$ cat config.mk
export PLATFORM = sky130hd
export DESIGN_NAME = centroid_ctrl
export DESIGN_NICKNAME = d
export VERILOG_FILES = /design/src/rtl/centroid_ctrl.sv
export SDC_FILE = /design/constraint.sdc
export NUM_CORES = 1
export LEC_CHECK = 0
export CORE_MARGIN = 3
export CORE_UTILIZATION = 35
export CTS_CLUSTER_DIAMETER = 200
export DETAILED_ROUTE_END_ITERATION = 10
export PLACE_DENSITY = 0.63
export SLEW_MARGIN = 20
export SYNTH_ARGS = -nofsm -noshare
export SYNTH_HDL_FRONTEND = slang
export SYNTH_SLANG_ARGS = --single-unit
export TNS_END_PERCENT = 5
$ cat constraint.sdc
create_clock -name clk -period 2.75 [get_ports clk]
set_input_delay 0.55 -clock clk [delete_from_list [all_inputs] [get_ports clk]]
set_output_delay 0.55 -clock clk [all_outputs]
set_load 0.03 [all_outputs]
$ cat src/rtl/centroid_ctrl.sv
// centroid_ctrl: binary-mask centroid engine.
// Counts pixel position from de/vsync, accumulates mask moments per frame,
// and at each vsync rising edge divides the moments with an external
// divider to produce the centroid (xcent, ycent).
// Optional divider watchdog: define CENTROID_DIV_TIMEOUT_EN.
module centroid_ctrl #(
    parameter int unsigned IMG_W       = 1280,
    parameter int unsigned IMG_H       = 720,
    parameter int unsigned DIV_TIMEOUT = 1024
) (
    input  logic        clk,
    input  logic        rst_n,
    input  logic        de,
    input  logic        vsync,
    input  logic        pix,
    output logic        div_start,
    output logic [31:0] div_dividend,
    output logic [19:0] div_divisor,
    input  logic [31:0] div_quotient,
    input  logic        div_done,
    output logic [10:0] xcent,
    output logic [9:0]  ycent,
    output logic        cent_valid,
    output logic        div_timeout
);

    typedef enum logic [2:0] {
        IDLE   = 3'd0,
        DIV_X  = 3'd1,
        WAIT_X = 3'd2,
        DIV_Y  = 3'd3,
        WAIT_Y = 3'd4,
        UPDATE = 3'd5
    } state_t;

    localparam logic [10:0] X_LAST = 11'(IMG_W - 1);
    localparam logic [9:0]  Y_LAST = 10'(IMG_H - 1);

    state_t      state, state_nxt;
    logic        vsync_d;
    logic        eof;
    logic [10:0] x_pos;
    logic [9:0]  y_pos;
    logic [19:0] m;
    logic [31:0] m_x, m_y;
    logic [19:0] sh_m;
    logic [31:0] sh_mx, sh_my;
    logic [10:0] qx;
    logic [9:0]  qy;
    logic [10:0] qx_clamp;
    logic [9:0]  qy_clamp;
    logic        ld_shadow, issue_x, issue_y, take_x, take_y, do_update;
    logic        timeout_hit;

    assign eof = vsync & ~vsync_d;

    assign qx_clamp = (div_quotient > 32'(X_LAST)) ? X_LAST : div_quotient[10:0];
    assign qy_clamp = (div_quotient > 32'(Y_LAST)) ? Y_LAST : div_quotient[9:0];

    // Previous-vsync register for rising-edge detection
    always_ff @(posedge clk or negedge rst_n) begin
        if (!rst_n) vsync_d <= 1'b0;
        else        vsync_d <= vsync;
    end

    // Raster position counters
    always_ff @(posedge clk or negedge rst_n) begin
        if (!rst_n) begin
            x_pos <= '0;
            y_pos <= '0;
        end else if (vsync) begin
            x_pos <= '0;
            y_pos <= '0;
        end else if (de) begin
            if (x_pos == X_LAST) begin
                x_pos <= '0;
                y_pos <= (y_pos == Y_LAST) ? '0 : y_pos + 10'd1;
            end else begin
                x_pos <= x_pos + 11'd1;
            end
        end
    end

    // Moment accumulators, cleared at every eof whatever the FSM is doing
    always_ff @(posedge clk or negedge rst_n) begin
        if (!rst_n) begin
            m   <= '0;
            m_x <= '0;
            m_y <= '0;
        end else if (eof) begin
            m   <= '0;
            m_x <= '0;
            m_y <= '0;
        end else if (de && pix) begin
            m   <= m + 20'd1;
            m_x <= m_x + 32'(x_pos);
            m_y <= m_y + 32'(y_pos);
        end
    end

    // FSM state register
    always_ff @(posedge clk or negedge rst_n) begin
        if (!rst_n) state <= IDLE;
        else        state <= state_nxt;
    end

    // FSM next-state and datapath control strobes
    always_comb begin
        state_nxt = state;
        ld_shadow = 1'b0;
        issue_x   = 1'b0;
        issue_y   = 1'b0;
        take_x    = 1'b0;
        take_y    = 1'b0;
        do_update = 1'b0;
        case (state)
            IDLE: begin
                if (eof && (m != '0)) begin
                    ld_shadow = 1'b1;
                    state_nxt = DIV_X;
                end
            end
            DIV_X: begin
                issue_x   = 1'b1;
                state_nxt = WAIT_X;
            end
            WAIT_X: begin
                if (div_done) begin
                    take_x    = 1'b1;
                    state_nxt = DIV_Y;
                end else if (timeout_hit) begin
                    state_nxt = IDLE;
                end
            end
            DIV_Y: begin
                issue_y   = 1'b1;
                state_nxt = WAIT_Y;
            end
            WAIT_Y: begin
                if (div_done) begin
                    take_y    = 1'b1;
                    state_nxt = UPDATE;
                end else if (timeout_hit) begin
                    state_nxt = IDLE;
                end
            end
            UPDATE: begin
                do_update = 1'b1;
                state_nxt = IDLE;
            end
            default: state_nxt = IDLE;
        endcase
    end

    // Shadow snapshot of the finished frame's moments
    always_ff @(posedge clk or negedge rst_n) begin
        if (!rst_n) begin
            sh_m  <= '0;
            sh_mx <= '0;
            sh_my <= '0;
        end else if (ld_shadow) begin
            sh_m  <= m;
            sh_mx <= m_x;
            sh_my <= m_y;
        end
    end

    // Divider request; operands held until the next request
    always_ff @(posedge clk or negedge rst_n) begin
        if (!rst_n) begin
            div_start    <= 1'b0;
            div_dividend <= '0;
            div_divisor  <= '0;
        end else begin
            div_start <= issue_x | issue_y;
            if (issue_x) begin
                div_dividend <= sh_mx;
                div_divisor  <= sh_m;
            end else if (issue_y) begin
                div_dividend <= sh_my;
                div_divisor  <= sh_m;
            end
        end
    end

    // Clamped quotient capture and centroid output update
    always_ff @(posedge clk or negedge rst_n) begin
        if (!rst_n) begin
            qx         <= '0;
            qy         <= '0;
            xcent      <= '0;
            ycent      <= '0;
            cent_valid <= 1'b0;
        end else begin
            if (take_x) qx <= qx_clamp;
            if (take_y) qy <= qy_clamp;
            cent_valid <= do_update;
            if (do_update) begin
                xcent <= qx;
                ycent <= qy;
            end
        end
    end

`ifdef CENTROID_DIV_TIMEOUT_EN
    logic [31:0] wd_cnt;
    logic        wd_flag;

    assign timeout_hit = ((state == WAIT_X) || (state == WAIT_Y)) && !div_done &&
                         (wd_cnt == 32'(DIV_TIMEOUT - 1));
    assign div_timeout = wd_flag;

    // Watchdog: counts cycles spent waiting on the divider; flag is sticky
    always_ff @(posedge clk or negedge rst_n) begin
        if (!rst_n) begin
            wd_cnt  <= '0;
            wd_flag <= 1'b0;
        end else begin
            if ((state == WAIT_X) || (state == WAIT_Y)) begin
                if (div_done || timeout_hit) wd_cnt <= '0;
                else                         wd_cnt <= wd_cnt + 32'd1;
            end else begin
                wd_cnt <= '0;
            end
            if (timeout_hit) wd_flag <= 1'b1;
        end
    end
`else
    logic [31:0] unused_div_timeout;

    assign unused_div_timeout = 32'(DIV_TIMEOUT);
    assign timeout_hit        = 1'b0;
    assign div_timeout        = 1'b0;
`endif

endmodule

==> impl_metrics.toml, run 1 <==
[synthesis]
syn_avg_cell_area_um2 = 10.6
synth_edf_count = 0
yosysWarnings = 0
synthArstFlopShare_pct = 100
ys.flop_type = "dfrtp_1"
netlist_area_um2 = 13800
synth_cells = 1303
seq_area_frac_synth_pct = 52.3
syn_nets = 1368
synth.distinct_cells = 70
yosys_register_bits = 289

[critical_path]
cp.buffers_inverters = 1
critPathSlowestCell = "a211oi_1"
worst-setup-path-type = "register to register"
r2r_setup_slack_ns = 0.21
worst_setup_path_start_kind = "register"
slowest_delay_ns = 0.47
crit_cells = 8
worstPathRequired_ns = 3.13
critical-path-top-delay-family = "compound AO/OA/AOI/OAI gates"
reg2regPathDepth = 8
path_cells = "ha_1, a211oi_1, o211ai_1, a311oi_4, buf_4, nor3_1, xnor2_1, nor2_1"
cp_max_fo = 5
cp.arrival_ns = 2.92
crit_path_end_kind = "register"

[die]
core_area_um2 = 38800
num_rows = 72
boundaryPins = 114
die_w_um = 205
dieArea_um2 = 41900
initial_utilization_pct = 35.6
die_h_um = 205

[global_routing]
gr-total-overflow = 0
use_met3_pct = 2.72
grt_pass1_wl_um = 55400
grt_start_max_net_pins = 65
antenna_found_initial = 1
busiest_layer = "met2"
grtUsageMet2_pct = 25.7
met1_usage_pct = 22.7
track_usage_pct = 16.2
grt_pass1_vias = 10300

[cts]
cts_buffer_depth = 3
cts_max_level = 2
insertion_delay_ns = 0.52
cts_tree = "done"
clk_pin_slew_worst_paths_ns = 0.06
numCtsBuffers = 34
cts-root-buf = "clkbuf_16"
cts.sinks = 289

[pwr]
power.leakage_uw = 0.00781
power_switching_uw = 3290
p_int_uw = 8290
power_uw = 11600
p_clk_share_pct = 39.8
peakVddDrop_mv = 0.309
swShare_pct = 28.4
powerDensity_nw_per_um2 = 683
combPwrFrac_pct = 18.3
pwr-share-seq_pct = 41.8

[status]
status = "finished, final reports clean"

[timing]
fmaxAchievable_mhz = 393
hold_viol_final = 0
slew_headroom_pct = 50.7
finalSetupViolations = 0
setup_ws_ns = 0.207
fin_crit_ns = 2.54
worst_pin_slew_ns = 0.738
rsz0062_at_grt = "false"
slew_violations = 0
finalSetupTns_ns = 0
fin_skew_ns = 0.0230
fin_crit_sh_pct = 92.5

[routing]
viasPerCell = 5.17
vias = 10300
wl_um = 33800
wl_per_cell_um = 17.0
ant_nets = 0
drt_iter0_markers = 567
drc_errors = 0
dr.pass1.iters = 5

[placement]
io_buffers = 112
dp_hpwl_um = 23600
place_area_um2 = 15800
place.gp.congestion = 0.849
dpl_worst_slack_ns = 0.0318

[layout]
fin_util_pct = 43.7
finalInstanceArea_um2 = 17000
final_nets = 1511
syn2layout_area_growth_pct = 22.7
drive_above_1_share_pct = 13.6

[job]
drv_cap = 0

[hold_path]
min_path_type = "register to register"
hold_depth = 2
power by group through the flow:
| stage | clock network, uW | registers (uW) | logic, uW |
|---|---|---|---|
| after CTS | 4750 | 4850 | 2160 |
| after global routing | 4920 | 4890 | 2320 |
| after floorplan | 0 | 5220 | 964 |
| final | 4610 | 4840 | 2120 |
| after detailed placement | 0 | 4920 | 2150 |
| after global placement | 0 | 4910 | 2130 |
cell usage in the layout (no fill, tap or decap), types with 14 or more instances in the layout:
cell / synthesis / final
a21oi_1: 53 / 53
and3_1: 17 / 17
buf_4: 2 / 48
clkbuf_16: 0 / 35
clkdlybuf4s50_1: 0 / 111
dfrtp_1: 289 / 288
ha_1: 25 / 25
inv_1: 22 / 22
mux2_4: 70 / 70
mux2i_1: 45 / 45
nand2_1: 245 / 245
nand2b_1: 15 / 14
nand3_1: 33 / 33
nand4_1: 18 / 18
nor2_1: 74 / 74
nor2b_1: 15 / 14
nor4_1: 17 / 17
o21ai_0: 76 / 76
o21ai_1: 22 / 22
o22a_1: 14 / 14
xnor2_1: 26 / 26
xor2_1: 16 / 16
metrics by stage:
stage,instances,hold slack (ns)
finish,1987,0.466
global route,1987,0.490
CTS,1984,0.469
detailed placement,1925,0.457
global placement,1925,0.458
floorplan,1303,0.254
logic make-up (layout without fill, tap and decap cells):
family / Yosys count / in the layout / synth area share, %
flip-flops: 289 / 289 / 52.3
other: 1 / 2 / 0.0271
buffers and inverters: 82 / 247 / 2.76
AO/OA/AOI/OAI: 248 / 248 / 11.5
multiplexers: 122 / 122 / 11.4
adder cells (fa/ha/maj): 27 / 27 / 2.55
AND/OR/NAND/NOR: 492 / 492 / 16.7
XOR/XNOR: 42 / 42 / 2.66
registers in the layout, summed over array words and instances (netlist names):
name,flops
vsync_d,1
m_x,32
div_start,1
div_divisor,20
xcent,11
y_pos,10
ycent,10
m_y,32
div_dividend,32
sh_my,32
qx,11
sh_mx,32
x_pos,11
m,20
sh_m,20
state,3
qy,10
cent_valid,1
per-layer routing:
metal / share of wire, % / vias up
li1: - / 4879
met1: 47 / 5119
met2: 47 / 219
met3: 4.2 / 60
met4: 2.4 / 0
met5: 0 / -
tightest hold or removal path: cells and delay by family (launching register included):
kind | cells | cell delay (ns)
AND/OR/NAND/NOR | 2 | 0.10
flip-flops | 1 | 0.34
synthesized netlist by cell type (all sizes together), types with 16 or more instances:
cell type,n,area (um^2)
dfrtp,289,7230
nand2,245,920
o21ai,99,499
mux2,77,1130
nor2,75,284
a21oi,53,265
mux2i,45,450
nand3,34,175
clkbuf,31,116
buf,29,183
xnor2,26,228
ha,25,313
inv,22,82.6
nand4,20,146
nor4,18,119
and3,17,106
nor3,16,101
xor2,16,140
final cells by class:
type                       instances  area (um^2)
tap                              518          648
sequential                       289         7230
clock inverter                    13          175
inverter                          22         82.6
fill                            3651        21900
multi-input combinational        932         6240
clock buffer                      45          963
antenna                            1         2.50
timing repair buffer             167         1620
final timing paths:
kind / startpoint / end
max: y_pos[1] / m_y[13]
min: qx[2] / xcent[2]
max reg2reg: y_pos[1] / m_y[13]
min reg2reg: qx[2] / xcent[2]
max in group asynchronous: rst_n / state[0]
min in group asynchronous: rst_n / div_divisor[13]
what timing repair did:
action                                 in CTS  in global routing
endpoints found under the hold margin       9                  0
setup endpoints to repair                   0                  4
buffers inserted                            0                  2
gates resized for setup                     0                  3
hold buffers                                1                  0
(Power assumes the default switching activity.)
==> run 2: changes to the inputs <==
--- a/config.mk
+++ b/config.mk
@@ -5,7 +5,6 @@
 export SDC_FILE = /design/constraint.sdc
 export NUM_CORES = 1
 export LEC_CHECK = 0
-export CORE_MARGIN = 3
 export CORE_UTILIZATION = 35
 export CTS_CLUSTER_DIAMETER = 200
 export DETAILED_ROUTE_END_ITERATION = 10
==> run 2 against run 1 <==
Hold slack improved by 0.0028 ns. Clock power barely moved. Power rose by 0.23%. Critical path type unchanged.
==> impl_metrics.toml, run 2 (synthesis results as in run 1) <==
[timing]
fin_skew_ns = 0.0239
setup_ws_ns = 0.130
finalSetupTns_ns = 0
slew_headroom_pct = 52.3
finalSetupViolations = 0
rsz0062_at_grt = "false"
slew_violations = 0
fin_crit_sh_pct = 95.3
hold_viol_final = 0
fin_crit_ns = 2.62
worst_pin_slew_ns = 0.714
fmaxAchievable_mhz = 382

[pwr]
combPwrFrac_pct = 18.2
powerDensity_nw_per_um2 = 682
p_clk_share_pct = 40.0
power_switching_uw = 3310
peakVddDrop_mv = 0.344
pwr-share-seq_pct = 41.8
swShare_pct = 28.5
p_int_uw = 8300
power.leakage_uw = 0.00784
power_uw = 11600

[layout]
syn2layout_area_growth_pct = 23.1
mostFrequentLayoutCells = "dfrtp_1, nand2_1, clkdlybuf4s50_1"
fin_util_pct = 43.8
drive_above_1_share_pct = 14.2
final_common_cell = "dfrtp_1"
final_nets = 1515
diodes = 0

[die]
boundaryPins = 114
num_rows = 72
core_area_um2 = 38800
dieArea_um2 = 40300
die_h_um = 201
initial_utilization_pct = 35.6
die_w_um = 201

[status]
status = "finished, final reports clean"

[routing]
dr.pass1.iters = 5
viasPerCell = 5.13
wl_per_cell_um = 16.8
wl_um = 33500
ant_nets = 0
drt_iter0_markers = 461
vias = 10200
drc_errors = 0

[global_routing]
antenna_found_initial = 0
grt_start_max_net_pins = 66
grt_pass1_wl_um = 56200
track_usage_pct = 16.9
gr-total-overflow = 0
grt_pass1_vias = 10600

[critical_path]
cp_max_fo = 8
critPathSlowestCell = "or4_1"
cp.buffers_inverters = 1
cp.arrival_ns = 3.05
worst-setup-path-type = "register to register"
critical-path-top-delay-family = "compound AO/OA/AOI/OAI gates"
r2r_start = "x_pos[0]"
worstReg2RegEnd = "m_x[20]"
crit_path_end_kind = "register"
slowest_delay_ns = 0.52
worstPathRequired_ns = 3.18
reg2regPathDepth = 9
path_cells = "ha_1, inv_1, fa_1, nor2b_1, o31a_1, o31ai_2, a21o_2, or4_1, a21oi_1"
crit_cells = 9
r2r_setup_slack_ns = 0.13
worst_setup_path_start_kind = "register"

[cts]
cts_max_level = 2
cts.sinks = 289
numCtsBuffers = 34
insertion_delay_ns = 0.51
cts-root-buf = "clkbuf_16"
cts_buffer_depth = 3
clk_pin_slew_worst_paths_ns = 0.06
cts_tree = "done"

[placement]
dpl_worst_slack_ns = -0.00941
place.gp.congestion = 0.866
io_buffers = 112
dp_hpwl_um = 23200

[hold_path]
hold_end = "ycent[2]"
min_from = "qy[2]"
hold_depth = 2
min_path_type = "register to register"

[job]
drv_cap = 0
run 2: cell types whose count changed in the layout (fill, tap and decap cells not counted), sizes merged:
cell / previous run / this run
buf: 55 / 59
diode: 1 / 0
clkinvlp: 1 / 2
clkbuf: 45 / 50
bufinv: 4 / 2
clkinv: 7 / 6
run 2: cell type report:
cell class / instances / area (um^2)
Fill cell: 3642 / 21800
Sequential cell: 289 / 7230
Multi-Input combinational cell: 932 / 6230
Timing Repair Buffer: 171 / 1650
Clock buffer: 50 / 1050
Tap cell: 518 / 648
Clock inverter: 11 / 118
Inverter: 22 / 82.6
run 2: tightest hold or removal path, delay by kind of cell (launching register included):
kind             cells  cell delay [ns]
and+or+nand+nor      2             0.10
DFF                  1             0.34
run 2: power by group through the flow:
stage	combinational (uW)	clock, uW	sequential (uW)
detailed placement	2140	0	4930
global placement	2130	0	4910
global route	2310	4960	4900
CTS	2150	4770	4850
finish	2120	4640	4850
floorplan	964	0	5220
run 2: worst max path at each step:
stage | from | endpoint | slack (ns)
4_1_cts | x_pos[0] | m_x[20] | 0.03
6_report | x_pos[0] | m_x[20] | 0.13
2_1_floorplan | x_pos[0] | m_x[18] | 0.45
3_3_place_gp | de | m[17] | 0.0007
3_5_place_dp | de | m[17] | -0.009
5_1_grt | x_pos[0] | m_x[20] | 0.003
run 2: metal layers:
metal,vias up,GRT usage [%],share of wire (%)
met4,0,5.07,2.5
met2,175,27.6,47
met5,-,0,0
met3,49,2.35,3.3
met1,5104,23.2,47
li1,4897,-,-
run 2: timing repair:
action / 4_1_cts / 5_1_grt
endpoints found under the setup margin: 0 / 4
setup buffers: 0 / 3
hold buffers: 1 / 0
endpoints found under the hold margin: 2 / 0
resized for setup: 0 / 2
run 2: stage by stage:
| step | cells | hold WS, ns | area (um^2) |
|---|---|---|---|
| 2_1_floorplan | 1303 | 0.254 | 13800 |
| 3_3_place_gp | 1928 | 0.455 | 15800 |
| 3_5_place_dp | 1928 | 0.457 | 15800 |
| 4_1_cts | 1990 | 0.473 | 17000 |
| 5_1_grt | 1993 | 0.494 | 17000 |
| 6_report | 1993 | 0.469 | 17000 |
==> run 3: changes to the inputs <==
--- a/config.mk
+++ b/config.mk
@@ -5,10 +5,10 @@
 export SDC_FILE = /design/constraint.sdc
 export NUM_CORES = 1
 export LEC_CHECK = 0
-export CORE_UTILIZATION = 35
+export CORE_UTILIZATION = 45
 export CTS_CLUSTER_DIAMETER = 200
 export DETAILED_ROUTE_END_ITERATION = 10
-export PLACE_DENSITY = 0.63
+export PLACE_DENSITY = 0.74
 export SLEW_MARGIN = 20
 export SYNTH_ARGS = -nofsm -noshare
 export SYNTH_HDL_FRONTEND = slang
==> run 3 against run 2 <==
Cell area decreased by 2.8%. Die area shrank 22%. Clock power shrank 13%. Sequential share of layout area increased by 1.2 points. Critical path depth up 1. Combinational power is essentially flat. Wire length down 7.3%. Critical path type unchanged. Largest power group unchanged. Highest routed layer unchanged.
==> impl_metrics.toml, run 3 (synthesis results as in run 1) <==
[status]
status = "finished, final reports clean"

[die]
num_rows = 63
boundaryPins = 114
dieArea_um2 = 31400
die_w_um = 177
core_area_um2 = 30000
die_h_um = 177
initial_utilization_pct = 46.1

[timing]
fin_crit_sh_pct = 95.9
fmaxAchievable_mhz = 379
fin_crit_ns = 2.64
hold_viol_final = 0
slew_violations = 0
finalSetupViolations = 0
fin_skew_ns = 0.0109
slew_headroom_pct = 54.8
rsz0062_at_grt = "true"
worst_pin_slew_ns = 0.678

[global_routing]
antenna_found_initial = 0
grt_start_max_net_pins = 85
grt_pass1_vias = 10000
gr-total-overflow = 0
grt_pass1_wl_um = 51600
track_usage_pct = 20.2

[layout]
fin_util_pct = 55.2
syn2layout_area_growth_pct = 19.8
multi_input_area_um2 = 6240
regArea_um2 = 7230
nFillCells = 2514
mostFrequentLayoutCells = "dfrtp_1, nand2_1, clkdlybuf4s50_1"
drive_above_1_share_pct = 12.4
final_common_cell = "dfrtp_1"
diodes = 0
final_nets = 1492
fin_cells = 1839

[critical_path]
startpoint = "m_x[0]"
cp_max_fo = 15
r2r_setup_slack_ns = 0.11
worst_setup_path_start_kind = "register"
r2r_start = "m_x[0]"
cp.arrival_ns = 3.11
worstPathRequired_ns = 3.22
worst-setup-path-type = "register to register"
crit_path_end_kind = "register"

[placement]
place.gp.congestion = 0.841
place_inst = 1784
dp_hpwl_um = 21400
io_buffers = 112

[routing]
dr.pass1.iters = 5
drc_errors = 0
wl_um = 31000
viasPerCell = 5.49
wl_per_cell_um = 16.9
vias = 10100
ant_nets = 0
drt_iter0_markers = 737

[pwr]
powerDensity_nw_per_um2 = 662
power_uw = 11000
peakVddDrop_mv = 0.485
power.leakage_uw = 0.00766

[cts]
clk_pin_slew_worst_paths_ns = 0.06
cts_buffer_depth = 3
cts-root-buf = "clkbuf_16"
cts_setup_buffers = 0
insertion_delay_ns = 0.55
cts.sinks = 289
cts_tree = "done"
cts_max_level = 1
numCtsBuffers = 30

[job]
drv_cap = 0

[hold_path]
min_path_type = "input pin to asynchronous set/reset pin"
==> run 3: changes by cell type in the layout (fill, tap and decap cells not counted), moves of 4 or more <==
cell	previous run	this run
buf_4	52	32
clkbuf_1	3	9
clkbuf_8	12	6
clkbuf_16	35	31
==> run 3: report_power, final <==
group          switching (uW)  internal [uW]
Sequential                241           4610
Clock                    1620           2400
Combinational            1250            842
==> run 3: metrics by stage <==
step / setup WS [ns] / hold slack [ns] / TNS, ns / cell area, um^2
finish: 0.114 / 0.453 / 0 / 16500
global route: -0.00921 / 0.457 / -0.00921 / 16500
CTS: 0.0444 / 0.439 / 0 / 16500
detailed placement: 0.0469 / 0.430 / 0 / 15500
global placement: 0.140 / 0.428 / 0 / 15500
floorplan: 0.454 / 0.254 / 0 / 13800
==> run 3: worst max-delay path, cell delays in order (launching register included) <==
cell     delay (ns)
dfrtp_1        0.36
ha_2           0.19
inv_1          0.05
fa_1           0.39
nor2b_2        0.17
o31a_1         0.21
o31ai_1        0.09
buf_4          0.16
a21o_4         0.25
or4_1          0.51
a21oi_1        0.15
==> run 3: final timing paths <==
path / endpoint / depth (start not counted)
worst max-delay path: m_x[20] / 10
worst min register to register: div_divisor[0] / 2
worst max register to register: m_x[20] / 10
max in group asynchronous: state[1] / 3
min in group clk: div_divisor[0] / 2
worst min-delay path: y_pos[6] / 2
==> run 3: timing repair <==
item	4_1_cts	5_1_grt
pin swaps	0	0
endpoints found under the setup margin	1	6
hold endpoints to repair	24	0
resized for setup	1	5
hold buffers	1	0
==> run 3: layout make-up <==
| cell class | instances | area share [%] |
|---|---|---|
| clock inverters | 8 | 0.560 |
| clock buffers | 46 | 5.39 |
| multi-input cells | 932 | 37.7 |
| well taps | 390 | 2.95 |
| repair buffers | 152 | 9.17 |
| flip-flops and latches | 289 | 43.7 |
| inverters | 22 | 0.499 |
==> run 3: routing by layer <==
| layer | track usage [%] | share of wire, % | vias up |
|---|---|---|---|
| li1 | - | - | 4860 |
| met1 | 28.3 | 46 | 4964 |
| met2 | 32.9 | 48 | 223 |
| met3 | 2.49 | 4.3 | 51 |
| met4 | 5.53 | 2.3 | 0 |
| met5 | 0 | 0 | - |
